[src/rtl/pipe_hazard_ctrl_if.sv]
// rtl/pipe_hazard_ctrl_if.sv - hazard inputs and stall/flush controls between the pipeline and pipe_hazard_ctrl
interface pipe_hazard_ctrl_if;
    logic        id_valid;
    logic [4:0]  id_rs;
    logic [4:0]  id_rt;
    logic        id_uses_rt;
    logic        id_jflag;
    logic        ex_valid;
    logic        ex_is_load;
    logic [4:0]  ex_rd;
    logic        ex_br_taken;
    logic        mem_req;
    logic        mem_ack;
    logic        freeze_if;
    logic        freeze_id;
    logic        freeze_ex;
    logic        bubble_ex;
    logic        flush_if;
    logic        flush_id;
    logic        mem_timeout;
    logic [1:0]  ctrl_state;
    logic [31:0] stall_count;

    modport master (
        output id_valid, id_rs, id_rt, id_uses_rt, id_jflag,
        output ex_valid, ex_is_load, ex_rd, ex_br_taken, mem_req, mem_ack,
        input  freeze_if, freeze_id, freeze_ex, bubble_ex, flush_if, flush_id,
        input  mem_timeout, ctrl_state, stall_count
    );

    modport slave (
        input  id_valid, id_rs, id_rt, id_uses_rt, id_jflag,
        input  ex_valid, ex_is_load, ex_rd, ex_br_taken, mem_req, mem_ack,
        output freeze_if, freeze_id, freeze_ex, bubble_ex, flush_if, flush_id,
        output mem_timeout, ctrl_state, stall_count
    );
endinterface

[src/rtl/pipe_hazard_ctrl.sv]
// rtl/pipe_hazard_ctrl.sv - pipeline stall/flush controller; PIPE_CTRL_PERF_EN adds a stall-cycle counter
module pipe_hazard_ctrl #(
    parameter int FLUSH_CYCLES = 2,
    parameter int MEM_TIMEOUT  = 15
) (
    input  logic clk,
    input  logic rst,
    pipe_hazard_ctrl_if.slave hz
);
    typedef enum logic [1:0] {RUN = 2'd0, MEM_WAIT = 2'd1, FLUSH = 2'd2} state_t;

    localparam logic [7:0] FLUSH_INIT = 8'(FLUSH_CYCLES - 1);
    localparam logic [7:0] TMO_LIMIT  = 8'(MEM_TIMEOUT);

    state_t     state_q, state_d;
    logic [7:0] fcnt_q, fcnt_d;
    logic [7:0] tcnt_q, tcnt_d;
    logic       timeout_q, timeout_d;
    logic       load_use;
    logic       frz_if, frz_id, frz_ex, bub_ex, fl_if, fl_id;

    assign load_use = hz.ex_valid && hz.ex_is_load && (hz.ex_rd != 5'd0) && hz.id_valid &&
                      ((hz.ex_rd == hz.id_rs) || (hz.id_uses_rt && (hz.ex_rd == hz.id_rt)));

    always_ff @(posedge clk or negedge rst) begin
        if (!rst) begin
            state_q   <= RUN;
            fcnt_q    <= 8'd0;
            tcnt_q    <= 8'd0;
            timeout_q <= 1'b0;
        end else begin
            state_q   <= state_d;
            fcnt_q    <= fcnt_d;
            tcnt_q    <= tcnt_d;
            timeout_q <= timeout_d;
        end
    end

    always_comb begin
        state_d   = state_q;
        fcnt_d    = fcnt_q;
        tcnt_d    = tcnt_q;
        timeout_d = timeout_q;
        frz_if    = 1'b0;
        frz_id    = 1'b0;
        frz_ex    = 1'b0;
        bub_ex    = 1'b0;
        fl_if     = 1'b0;
        fl_id     = 1'b0;
        case (state_q)
            RUN: begin
                if (hz.ex_br_taken) begin
                    fl_if  = 1'b1;
                    fl_id  = 1'b1;
                    bub_ex = 1'b1;
                    if (FLUSH_CYCLES > 1) begin
                        state_d = FLUSH;
                        fcnt_d  = FLUSH_INIT;
                    end
                end else if (hz.mem_req && !hz.mem_ack) begin
                    frz_if  = 1'b1;
                    frz_id  = 1'b1;
                    frz_ex  = 1'b1;
                    state_d = MEM_WAIT;
                    tcnt_d  = 8'd1;
                end else if (load_use) begin
                    frz_if = 1'b1;
                    frz_id = 1'b1;
                    bub_ex = 1'b1;
                end else if (hz.id_valid && hz.id_jflag) begin
                    fl_if = 1'b1;
                end
            end
            MEM_WAIT: begin
                // Upstream is frozen, so branch/load-use/jump inputs are stale here.
                if (hz.mem_ack) begin
                    state_d = RUN;
                end else if (tcnt_q == TMO_LIMIT) begin
                    timeout_d = 1'b1;
                    state_d   = RUN;
                end else begin
                    frz_if = 1'b1;
                    frz_id = 1'b1;
                    frz_ex = 1'b1;
                    if (tcnt_q != 8'hFF) tcnt_d = tcnt_q + 8'd1;
                end
            end
            FLUSH: begin
                fl_if = 1'b1;
                fl_id = 1'b1;
                if (fcnt_q != 8'd0) fcnt_d = fcnt_q - 8'd1;
                if (fcnt_q <= 8'd1) state_d = RUN;
            end
            default: state_d = RUN;
        endcase
    end

    // Outputs follow inputs combinationally, so reset must mask them explicitly.
    assign hz.freeze_if   = rst & frz_if;
    assign hz.freeze_id   = rst & frz_id;
    assign hz.freeze_ex   = rst & frz_ex;
    assign hz.bubble_ex   = rst & bub_ex;
    assign hz.flush_if    = rst & fl_if;
    assign hz.flush_id    = rst & fl_id;
    assign hz.mem_timeout = timeout_q;
    assign hz.ctrl_state  = state_q;

`ifdef PIPE_CTRL_PERF_EN
    logic [31:0] stall_q;

    always_ff @(posedge clk or negedge rst) begin
        if (!rst) begin
            stall_q <= 32'd0;
        end else if ((hz.freeze_id || hz.flush_id) && (stall_q != 32'hFFFF_FFFF)) begin
            stall_q <= stall_q + 32'd1;
        end
    end

    assign hz.stall_count = stall_q;
`else
    assign hz.stall_count = 32'd0;
`endif
endmodule

[src/flat_wrapper.sv]
// flat-port wrapper written by rule: the top's interface ports become plain ports
module pipe_hazard_ctrl_flat 
#(
    parameter int FLUSH_CYCLES = 2,
    parameter int MEM_TIMEOUT  = 15
)
  (clk, rst, hz_id_valid, hz_id_rs, hz_id_rt, hz_id_uses_rt, hz_id_jflag, hz_ex_valid, hz_ex_is_load, hz_ex_rd, hz_ex_br_taken, hz_mem_req, hz_mem_ack, hz_freeze_if, hz_freeze_id, hz_freeze_ex, hz_bubble_ex, hz_flush_if, hz_flush_id, hz_mem_timeout, hz_ctrl_state, hz_stall_count);
  pipe_hazard_ctrl_if hz_i ();
  input  logic clk;
  input  logic rst;
  input wire logic [$bits(hz_i.id_valid)-1:0] hz_id_valid;
  input wire logic [$bits(hz_i.id_rs)-1:0] hz_id_rs;
  input wire logic [$bits(hz_i.id_rt)-1:0] hz_id_rt;
  input wire logic [$bits(hz_i.id_uses_rt)-1:0] hz_id_uses_rt;
  input wire logic [$bits(hz_i.id_jflag)-1:0] hz_id_jflag;
  input wire logic [$bits(hz_i.ex_valid)-1:0] hz_ex_valid;
  input wire logic [$bits(hz_i.ex_is_load)-1:0] hz_ex_is_load;
  input wire logic [$bits(hz_i.ex_rd)-1:0] hz_ex_rd;
  input wire logic [$bits(hz_i.ex_br_taken)-1:0] hz_ex_br_taken;
  input wire logic [$bits(hz_i.mem_req)-1:0] hz_mem_req;
  input wire logic [$bits(hz_i.mem_ack)-1:0] hz_mem_ack;
  output wire logic [$bits(hz_i.freeze_if)-1:0] hz_freeze_if;
  output wire logic [$bits(hz_i.freeze_id)-1:0] hz_freeze_id;
  output wire logic [$bits(hz_i.freeze_ex)-1:0] hz_freeze_ex;
  output wire logic [$bits(hz_i.bubble_ex)-1:0] hz_bubble_ex;
  output wire logic [$bits(hz_i.flush_if)-1:0] hz_flush_if;
  output wire logic [$bits(hz_i.flush_id)-1:0] hz_flush_id;
  output wire logic [$bits(hz_i.mem_timeout)-1:0] hz_mem_timeout;
  output wire logic [$bits(hz_i.ctrl_state)-1:0] hz_ctrl_state;
  output wire logic [$bits(hz_i.stall_count)-1:0] hz_stall_count;
  assign hz_i.id_valid = hz_id_valid;
  assign hz_i.id_rs = hz_id_rs;
  assign hz_i.id_rt = hz_id_rt;
  assign hz_i.id_uses_rt = hz_id_uses_rt;
  assign hz_i.id_jflag = hz_id_jflag;
  assign hz_i.ex_valid = hz_ex_valid;
  assign hz_i.ex_is_load = hz_ex_is_load;
  assign hz_i.ex_rd = hz_ex_rd;
  assign hz_i.ex_br_taken = hz_ex_br_taken;
  assign hz_i.mem_req = hz_mem_req;
  assign hz_i.mem_ack = hz_mem_ack;
  assign hz_freeze_if = hz_i.freeze_if;
  assign hz_freeze_id = hz_i.freeze_id;
  assign hz_freeze_ex = hz_i.freeze_ex;
  assign hz_bubble_ex = hz_i.bubble_ex;
  assign hz_flush_if = hz_i.flush_if;
  assign hz_flush_id = hz_i.flush_id;
  assign hz_mem_timeout = hz_i.mem_timeout;
  assign hz_ctrl_state = hz_i.ctrl_state;
  assign hz_stall_count = hz_i.stall_count;
  pipe_hazard_ctrl #(.FLUSH_CYCLES(FLUSH_CYCLES), .MEM_TIMEOUT(MEM_TIMEOUT)) u_core (.clk(clk), .rst(rst), .hz(hz_i));
endmodule
[config.mk]
export PLATFORM = sky130hd
export DESIGN_NAME = pipe_hazard_ctrl_flat
export DESIGN_NICKNAME = d
export VERILOG_FILES = /design/src/rtl/pipe_hazard_ctrl_if.sv /design/src/rtl/pipe_hazard_ctrl.sv /design/src/flat_wrapper.sv
export SDC_FILE = /design/constraint.sdc
export NUM_CORES = 1
export LEC_CHECK = 0
export BUFFER_PORTS_ARGS = -buffer_cell sky130_fd_sc_hd__buf_4
export CAP_MARGIN = 15
export CELL_PAD_IN_SITES_DETAIL_PLACEMENT = 1
export CELL_PAD_IN_SITES_GLOBAL_PLACEMENT = 1
export CORE_UTILIZATION = 34
export DETAILED_ROUTE_END_ITERATION = 8
export GPL_TIMING_DRIVEN = 0
export MAX_ROUTING_LAYER = met4
export PLACE_DENSITY_LB_ADDON = 0.08
export SLEW_MARGIN = 10
export SYNTH_ARGS = -nofsm -noshare
export SYNTH_HDL_FRONTEND = slang
export SYNTH_SLANG_ARGS = --single-unit
[constraint.sdc]
create_clock -name clk -period 2.4 [get_ports clk]
set_input_delay 0.36 -clock clk [delete_from_list [all_inputs] [get_ports clk]]
set_output_delay 0.36 -clock clk [all_outputs]
set_load 0.03 [all_outputs]
==> out/metrics.csv, run 1 <==
stage,metric,value,unit
logic_synthesis,synthCells,186,
cells_and_area,final_nets,286,
critical_path,cpMaxStageDelayCell,or4_4,
die,dieArea,4936,µm²
global_routing,grt.total_usage,0.1769,
clock_tree,cts_buffers,3,
logic_synthesis,synth_seq_area_share,0.3002,
critical_path,path_cells,"or4_4, o21ai_4, a211o_1, o41ai_2, buf_4, buf_6",
timing,report.final.setup_viol,0,
logic_synthesis,synthTopCellsByArea,"dfrtp_1, buf_4, xor2_1",
global_routing,antenna_found_initial,0,
min_path,hold_path.class,in2reg,
place,postPlaceCellArea,2013,µm²
power_and_ir_drop,cell_internal_pwr,0.8166,mW
logic_synthesis,synth_top_area_cell,dfrtp_1,
cells_and_area,area_delta_synth_final,33.97,%
critical_path,crit_fanout,5,
cells_and_area,n_antenna_cell,0,
cells_and_area,multi_input_area,948.4,µm²
die,initial_utilization,0.3588,
logic_synthesis,synth_fa_ha_area_frac,0.03160,
die,rows,24,
logic_synthesis,synthXorXnorAreaFrac,0.06635,
power_and_ir_drop,max-vdd-ir-drop,0.3135,mV
logic_synthesis,synthArstFlopShare,1.000,
clock_tree,clk_pin_slew,0.07,ns
power_and_ir_drop,power_density,659.4,nW/µm²
clock_tree,cts_buffer_depth,2,
timing,skew,0.002720,ns
critical_path,arrival,1.93,ns
logic_synthesis,ys.flop_type,dfrtp_1,
die,io_pins,66,
timing,fmax,0.4361,GHz
detailed_routing,drt-initial-drc-count,73,
global_routing,grt_pass1_wl,6775,µm
timing,rsz0062_at_grt,no,
clock_tree,tritoncts,done,
detailed_routing,drc_errors,0,
logic_synthesis,synth_edf_count,0,
logic_synthesis,ys_seq_elements,19,
critical_path,critPathRequiredTime,2.04,ns
min_path,hold_start,hz_mem_ack,
detailed_routing,vias,1465,
clock_tree,clockRootBuffer,clkbuf_8,
logic_synthesis,synth_simple_gate_area_share,0.2212,
place,globalplace.congestion,0.8714,
logic_synthesis,ys_warn_count,0,
place,port_buffers,32,
detailed_routing,wl_per_cell,13.36,µm
timing,fin_crit,2.293,ns
power_and_ir_drop,p_sw,0.5827,mW
status,outcome,"finished, final reports clean",
power_and_ir_drop,seqPwrFrac,0.376,
timing,finalSetupTns,0,ns
place,dp_hpwl,3272,µm
logic_synthesis,synth_compound_area_frac,0.1769,
clock_tree,htreeDepth,1,
critical_path,worstSetupStartpoint,u_core.tcnt_q[4]$_DFFE_PN0P_,
detailed_routing,ant_nets,0,
logic_synthesis,yosys-mux-area-fraction,0.006319,
critical_path,cp-start-kind,flop,
cells_and_area,n_fill_cell,554,
critical_path,end_kind,output port,
timing,worst_pin_slew,0.9909,ns
cells_and_area,final_common_cell,buf_4,
cells_and_area,layout.area.seq,478.0,µm²
clock_tree,clkLatencyLatePin,0.25,ns
flow_run,maxCapViolCount,0,
critical_path,timing.rr.start,u_core.fcnt_q[0]$_DFFE_PN0P_,
logic_synthesis,synth_area,1584,µm²
critical_path,critical_path_class,reg2out,
power_and_ir_drop,power_frac_comb,0.462,
clock_tree,cts.sinks,19,
power_and_ir_drop,switching_share,0.4164,
die,die_w,70.26,µm
detailed_routing,drt-vias-per-instance,4.756,
cells_and_area,layout_common_cells,"buf_4, conb_1, dfrtp_1",
logic_synthesis,netlist.area_leader.share,0.3002,
global_routing,grt_overflow,0,
global_routing,grt_pass1_vias,1400,
power_and_ir_drop,p_clk_frac,0.162,
die,core-area,4414,µm²
logic_synthesis,syn_avg_cell_area,8.516,µm²
power_and_ir_drop,leakage,1.055,nW
timing,hold_violations,0,
die,die_h,70.26,µm
global_routing,grt_max_degree,25,
cells_and_area,drive_gt1_frac,0.3438,
detailed_routing,dr.pass1.iters,5,
critical_path,crit_path_max_incr_delay,0.55,ns
timing,final.period_utilization,0.9555,
cells_and_area,finalInstanceArea,2122,µm²
logic_synthesis,synth_top_family_by_area,simple AND/OR/NAND/NOR gates,
timing,finalMaxSlewViolations,0,
detailed_routing,wirelength,4114,µm
logic_synthesis,synthDistinctLibCells,46,
timing,slew-limit-headroom,0.3333,
[synth_stat cells, types with 2 or more instances]
cell,number
o21ai_0,5
or2_2,2
nand4_1,2
nor3_1,4
nand3_1,7
o21bai_1,2
or4_1,5
o211ai_1,3
inv_1,7
xor2_1,11
or4_2,3
nor2_1,11
clkbuf_1,4
buf_4,33
nand2b_1,2
dfrtp_1,19
o31ai_1,8
ha_1,4
or3_1,5
nand2_1,9
a21oi_1,12
nor2b_1,2
nor4_1,3
[worst paths after layout]
| path | end | slack [ns] | cells past startpoint |
|---|---|---|---|
| setup / recovery | hz_freeze_if | 0.11 | 6 |
| hold / removal | u_core.hz.ctrl_state[0]$_DFFE_PN0P_ | 0.40 | 4 |
| setup reg to reg | u_core.fcnt_q[4]$_DFFE_PN0P_ | 0.41 | 6 |
| hold reg to reg | u_core.hz.mem_timeout$_DFFE_PN0P_ | 0.48 | 1 |
| max in group asynchronous | u_core.hz.ctrl_state[0]$_DFFE_PN0P_ | 1.67 | 2 |
| min in group asynchronous | u_core.hz.mem_timeout$_DFFE_PN0P_ | 0.52 | 2 |
[worst max-delay path, delay by kind of cell (launching register included)]
kind	cells	cell delay [ns]
buffers and inverters	2	0.28
and+or+nand+nor	1	0.55
DFF	1	0.43
AOI/OAI and AO/OA	3	0.41
[power groups by stage]
stage / registers [mW] / logic (mW) / clock network, mW
floorplan: 0.501 / 0.484 / 0
global placement: 0.522 / 0.620 / 0
detailed placement: 0.530 / 0.636 / 0
CTS: 0.526 / 0.640 / 0.239
global route: 0.543 / 0.728 / 0.251
finish: 0.526 / 0.647 / 0.226
[kinds of logic after synthesis]
logic type               after synthesis
other                                  1
multiplexers                           1
buffers and inverters                 47
XOR/XNOR                              12
flip-flops                            19
AO/OA/AOI/OAI                         41
AND/OR/NAND/NOR                       61
adder cells (fa/ha/maj)                4
[per-stage QoR]
stage / total power [mW] / std cells / worst slack (ns) / utilization / hold WS [ns]
final: 1.399 / 308 / 0.1068 / 0.4807 / 0.3974
after global routing: 1.522 / 308 / 0.01186 / 0.4807 / 0.4152
after CTS: 1.405 / 306 / 0.001997 / 0.4714 / 0.4243
after detailed placement: 1.167 / 301 / 0.07005 / 0.4561 / 0.2826
after global placement: 1.142 / 301 / 0.1212 / 0.4561 / 0.2738
after floorplan: 0.9850 / 217 / 0.02790 / - / 0.06441
[final cells by class]
class	instances	share of cell area
multi-input cells	151	0.4469
flip-flops and latches	19	0.2252
repair buffers	36	0.1321
plain buffers	39	0.1315
well taps	52	0.03066
clock buffers	4	0.02123
inverters	7	0.01238
[state kept, by name, indices dropped and copies added (netlist names)]
register / count
u_core.hz.ctrl_state: 2
u_core.fcnt_q: 8
u_core.tcnt_q: 8
u_core.hz.mem_timeout: 1
[what timing repair did]
| item | in CTS | in global routing |
|---|---|---|
| setup endpoints to repair | 3 | 3 |
| hold endpoints to repair | 18 | 0 |
| pin swaps | 0 | 2 |
| cloned | 0 | 0 |
| gates resized for setup | 4 | 6 |
| hold buffers | 1 | 0 |
| buffers inserted | 1 | 2 |
[metal layers]
| layer | share of wire | vias to the layer above | GRT usage | wire [µm] |
|---|---|---|---|---|
| met5 | 0 | - | - | 0 |
| met4 | 0.010 | 0 | 0.04222 | 43 |
| met3 | 0.022 | 4 | 0.03463 | 91 |
| met2 | 0.54 | 18 | 0.2931 | 2205 |
| met1 | 0.43 | 703 | 0.2212 | 1773 |
| li1 | - | 740 | - | - |
(Power assumes the default switching activity.)
==> run 2: changes to the inputs <==
Settings changed: CELL_PAD_IN_SITES_DETAIL_PLACEMENT 1 to 0, CORE_UTILIZATION 34 to 37.
Clock period 2.4 ns to 2.9 ns, I/O delays scaled along.
==> run 2 against run 1 <==
Die area down 7.9%. Routed wire length decreased by 19%. Sequential power fell by 19%. Sequential share of layout area up 0.59 points. Worst setup slack gained 0.19 ns. Utilization up 2.6 points. First-iteration DRC count decreased by 29%. Register-to-register slack improved by 0.53 ns. Critical path depth is 1 higher. Via count fell by 4.7%. Cell area is 3.1% lower. Largest cell class unchanged. Largest power group unchanged.
==> out/metrics.csv, run 2 (synthesized netlist as in run 1, its figures left out) <==
stage,metric,value,unit
timing,finalSetupTns,0,ns
place,dp_hpwl,2712,µm
die,io_pins,66,
cells_and_area,layout_common_cells,"buf_4, conb_1, dfrtp_1",
critical_path,worstSetupStartpoint,u_core.hz.ctrl_state[0]$_DFFE_PN0P_,
place,port_buffers,32,
power_and_ir_drop,seqPwrFrac,0.376,
global_routing,antenna_found_initial,0,
cells_and_area,finalInstanceArea,2057,µm²
power_and_ir_drop,power_frac_comb,0.456,
clock_tree,cts.sinks,19,
clock_tree,tritoncts,done,
global_routing,grt_pass1_wl,5720,µm
critical_path,cp-start-kind,flop,
power_and_ir_drop,max-vdd-ir-drop,0.1992,mV
timing,finalMaxSlewViolations,0,
cells_and_area,n_antenna_cell,0,
critical_path,critical_path_class,reg2out,
critical_path,crit_fanout,10,
die,core-area,4058,µm²
timing,fmax,0.3847,GHz
timing,hold_violations,0,
cells_and_area,multi_input_area,923.4,µm²
detailed_routing,vias,1396,
detailed_routing,drt-initial-drc-count,52,
cells_and_area,drive_gt1_frac,0.3162,
die,die_w,67.43,µm
critical_path,critPathRequiredTime,2.47,ns
power_and_ir_drop,p_clk_frac,0.168,
timing,slew-limit-headroom,0.5363,
power_and_ir_drop,leakage,1.039,nW
place,globalplace.congestion,0.7692,
critical_path,crit_end,hz_freeze_if,
cells_and_area,final_common_cell,buf_4,
critical_path,regToRegSetupSlack,0.94,ns
cells_and_area,n_fill_cell,397,
detailed_routing,wirelength,3350,µm
timing,rsz0062_at_grt,no,
min_path,hold_path.class,in2async,
global_routing,grt_pass1_vias,1280,
place,postPlaceCellArea,2011,µm²
critical_path,reg2reg_to,u_core.fcnt_q[4]$_DFFE_PN0P_,
clock_tree,clk_pin_slew,0.08,ns
cells_and_area,layout.area.seq,475.5,µm²
clock_tree,cts_hold_buffers,0,
power_and_ir_drop,power_density,549.0,nW/µm²
global_routing,grt_max_degree,25,
clock_tree,clockRootBuffer,clkbuf_8,
timing,worst_pin_slew,0.6892,ns
timing,report.final.setup_viol,0,
timing,final.period_utilization,0.8963,
critical_path,timing.rr.start,u_core.hz.ctrl_state[0]$_DFFE_PN0P_,
clock_tree,cts_setup_buffers,0,
critical_path,arrival,2.16,ns
status,outcome,"finished, final reports clean",
cells_and_area,final_nets,283,
power_and_ir_drop,cell_internal_pwr,0.6640,mW
clock_tree,cts_buffers,3,
clock_tree,ctsResizeCount,0,
timing,fin_crit,2.599,ns
critical_path,end_kind,output port,
power_and_ir_drop,switching_share,0.4120,
critical_path,worst-r2r-cell-count,5,
die,rows,23,
die,dieArea,4547,µm²
detailed_routing,drc_errors,0,
flow_run,maxCapViolCount,0,
clock_tree,cts_buffer_depth,2,
global_routing,grt.total_usage,0.1690,
detailed_routing,wl_per_cell,11.06,µm
power_and_ir_drop,p_sw,0.4652,mW
clock_tree,htreeDepth,1,
die,initial_utilization,0.3904,
detailed_routing,dr.pass1.iters,4,
clock_tree,clkLatencyLatePin,0.25,ns
global_routing,grt_overflow,0,
detailed_routing,ant_nets,0,
detailed_routing,drt-vias-per-instance,4.607,
timing,skew,0.003463,ns
die,die_h,67.43,µm
cells_and_area,area_delta_synth_final,29.86,%
[run 2: area by class of cell]
class	count	area share
Clock buffer	3	0.02007
Buffer	40	0.1375
Sequential cell	19	0.2311
Clock inverter	1	0.002433
Timing Repair Buffer	32	0.1168
Multi-Input combinational cell	151	0.4489
Inverter	7	0.01277
Tap cell	50	0.03041
[run 2: critical path: stages (launching register included)]
cell      delay (ns)
dfrtp_1         0.39
clkbuf_1        0.36
nor3b_1         0.30
o21ai_0         0.17
a211o_1         0.31
o41ai_2         0.07
buf_4           0.16
buf_4           0.14
[run 2: how the worst min path moves through the flow]
stage          startpoint                            to  slack, ns  cells past startpoint
2_1_floorplan         rst  u_core.fcnt_q[0]$_DFFE_PN0P_       0.14                      0
3_3_place_gp          rst  u_core.fcnt_q[5]$_DFFE_PN0P_       0.35                      1
6_report              rst  u_core.fcnt_q[5]$_DFFE_PN0P_       0.06                      1
4_1_cts               rst  u_core.tcnt_q[1]$_DFFE_PN0P_       0.07                      1
5_1_grt               rst  u_core.tcnt_q[3]$_DFFE_PN0P_       0.07                      1
3_5_place_dp          rst  u_core.fcnt_q[5]$_DFFE_PN0P_       0.35                      1
[run 2: layer usage]
layer	global-route usage	wire, µm	up-vias
li1	-	-	735
met1	0.2397	1730	601
met2	0.2388	1367	58
met3	0.02534	214	2
met4	0.06383	38	0
met5	-	0	-
[run 2: through the flow]
stage / std cells / power [mW] / util / hold slack (ns) / setup WS [ns]
4_1_cts: 303 / 1.135 / 0.5069 / 0.06809 / 0.2961
3_5_place_dp: 299 / 0.9418 / 0.4955 / 0.3499 / 0.5455
6_report: 303 / 1.129 / 0.5069 / 0.06320 / 0.3006
2_1_floorplan: 217 / 0.8152 / - / 0.1394 / 0.4294
3_3_place_gp: 299 / 0.9400 / 0.4955 / 0.3470 / 0.5839
5_1_grt: 303 / 1.234 / 0.5069 / 0.07051 / 0.1044
[run 2: power groups by stage]
stage                     Sequential [mW]  Clock [mW]  Combinational, mW
after global routing                0.443       0.209              0.582
final                               0.425       0.190              0.515
after detailed placement            0.428           0              0.514
after global placement              0.430           0              0.510
after CTS                           0.424       0.196              0.515
after floorplan                     0.414           0              0.401
==> run 3: changes to the inputs <==
Settings changed: CORE_UTILIZATION 37 to 34.
Clock period 2.9 ns to 2.4 ns, I/O delays scaled along.
==> run 3 against run 2 <==
Register-to-register slack got worse by 0.52 ns. Flip-flop and latch count is the same. Via count rose by 2.0%. Clock skew is 0.0020 ns lower. Die area up 8.6%. Critical path depth is 1 lower. Non-clock buffer count increased by 3. Power is 23% higher. Cell area rose by 3.0%. Worst setup slack got worse by 0.23 ns. Combinational power grew 24%.
==> out/metrics.csv, run 3 (synthesized netlist as in run 1, its figures left out) <==
stage,metric,value,unit
timing,fmax,0.4292,GHz
timing,fin_ws,0.07022,ns
clock_tree,clkLatencyLatePin,0.25,ns
critical_path,cp-start-kind,flop,
critical_path,worst-r2r-cell-count,6,
clock_tree,clockRootBuffer,clkbuf_8,
min_path,whs_endpoint,u_core.hz.ctrl_state[0]$_DFFE_PN0P_,
timing,fin_crit,2.330,ns
detailed_routing,drt-initial-drc-count,49,
die,dieArea,4936,µm²
timing,skew,0.001417,ns
cells_and_area,n_fill_cell,441,
power_and_ir_drop,max-vdd-ir-drop,0.3992,mV
timing,hold_violations,0,
detailed_routing,wl_per_cell,11.76,µm
place,dp_hpwl,2797,µm
clock_tree,cts_buffers,3,
die,die_w,70.26,µm
place,globalplace.congestion,0.8714,
power_and_ir_drop,power_density,653.6,nW/µm²
timing,holdWs,0.4000,ns
detailed_routing,ant_nets,0,
critical_path,arrival,1.97,ns
flow_run,maxCapViolCount,0,
timing,report.final.setup_viol,0,
detailed_routing,dr.pass1.iters,4,
critical_path,end_kind,output port,
die,initial_utilization,0.3588,
min_path,whs_path_depth,4,
critical_path,critical_path_class,reg2out,
critical_path,regToRegSetupSlack,0.42,ns
min_path,hold_path.class,in2reg,
cells_and_area,n_antenna_cell,0,
cells_and_area,area_delta_synth_final,33.73,%
critical_path,reg2reg_to,u_core.fcnt_q[6]$_DFFE_PN0P_,
clock_tree,tritoncts,done,
detailed_routing,vias,1424,
detailed_routing,wirelength,3621,µm
timing,worst_pin_slew,0.8813,ns
status,outcome,"finished, final reports clean",
detailed_routing,drt-vias-per-instance,4.623,
place,port_buffers,32,
global_routing,grt.total_usage,0.1565,
clock_tree,clk_pin_slew,0.07,ns
critical_path,crit_fanout,4,
global_routing,grt_pass1_vias,1303,
die,core-area,4414,µm²
timing,slew-limit-headroom,0.4105,
global_routing,grt_overflow,0,
clock_tree,htreeDepth,1,
cells_and_area,layout_common_cells,"buf_4, conb_1, dfrtp_1",
critical_path,timing.rr.start,u_core.fcnt_q[0]$_DFFE_PN0P_,
global_routing,grt_pass1_wl,6113,µm
place,dpl.cell_count,301,
global_routing,antenna_found_initial,0,
timing,rsz0062_at_grt,no,
cells_and_area,drive_gt1_frac,0.3438,
critical_path,critPathRequiredTime,2.04,ns
timing,finalMaxSlewViolations,0,
detailed_routing,drc_errors,0,
cells_and_area,final_common_cell,buf_4,
power_and_ir_drop,leakage,1.055,nW
timing,final.period_utilization,0.9707,
cells_and_area,fin_cells,308,
cells_and_area,final_nets,286,
global_routing,grt_max_degree,18,
die,die_h,70.26,µm
clock_tree,cts_buffer_depth,2,
min_path,hold_start,hz_mem_ack,
cells_and_area,post-route-util,0.4799,
die,rows,24,
timing,finalSetupTns,0,ns
clock_tree,cts.sinks,19,
place,dpl_worst_slack,0.1298,ns
die,io_pins,66,
-- run 3: final cells by class --
type                            instances  area [µm²]  area share
Timing Repair Buffer                   36       275.3      0.1299
Tap cell                               52       65.06     0.03071
Buffer                                 39       279.0      0.1317
Sequential cell                        19       478.0      0.2256
Inverter                                7       26.28     0.01240
Multi-Input combinational cell        151       948.4      0.4477
Clock buffer                            3       41.29     0.01949
Clock inverter                          1       5.005    0.002363
-- run 3: routing by layer --
| metal | track usage | up-vias | wire (µm) |
|---|---|---|---|
| li1 | - | 744 | - |
| met1 | 0.1960 | 649 | 1572 |
| met2 | 0.2603 | 27 | 1894 |
| met3 | 0.03463 | 4 | 115 |
| met4 | 0.02889 | 0 | 38 |
| met5 | - | - | 0 |
-- run 3: power breakdown --
group	leakage, nW	switching, mW	internal, mW	total (mW)
Sequential	0.242	0.109	0.410	0.519
Combinational	0.787	0.354	0.286	0.640
Clock	0.0255	0.110	0.115	0.225
-- run 3: worst max path at each step --
stage | start | to | slack (ns)
finish | u_core.tcnt_q[4]$_DFFE_PN0P_ | hz_freeze_if | 0.07
global route | u_core.tcnt_q[4]$_DFFE_PN0P_ | hz_freeze_if | 0.003
CTS | u_core.tcnt_q[4]$_DFFE_PN0P_ | hz_freeze_if | 0.02
detailed placement | u_core.hz.ctrl_state[0]$_DFFE_PN0P_ | hz_freeze_if | 0.13
global placement | u_core.tcnt_q[4]$_DFFE_PN0P_ | hz_freeze_if | 0.12
floorplan | u_core.hz.ctrl_state[0]$_DFFE_PN0P_ | hz_freeze_if | 0.03
-- run 3: what timing repair did --
item,CTS,global route
cloned,0,0
hold buffers,2,0
endpoints found under the setup margin,2,1
setup buffers,0,2
gates resized for setup,3,5
endpoints found under the hold margin,17,0
pin swaps,0,2
-- run 3: critical path: stages, from the launching register on --
cell and delay, ns:
dfrtp_2 0.43, or4_4 0.55, o21ai_4 0.18, a211o_1 0.17, o41ai_2 0.08, buf_4 0.15, buf_4 0.15
-- run 3: metrics by stage --
step                      instance area, µm²  power, mW
after floorplan                         1708     0.9850
after global placement                  2013      1.142
after detailed placement                2013      1.149
after CTS                               2083      1.390
after global routing                    2118      1.513
final                                   2118      1.385
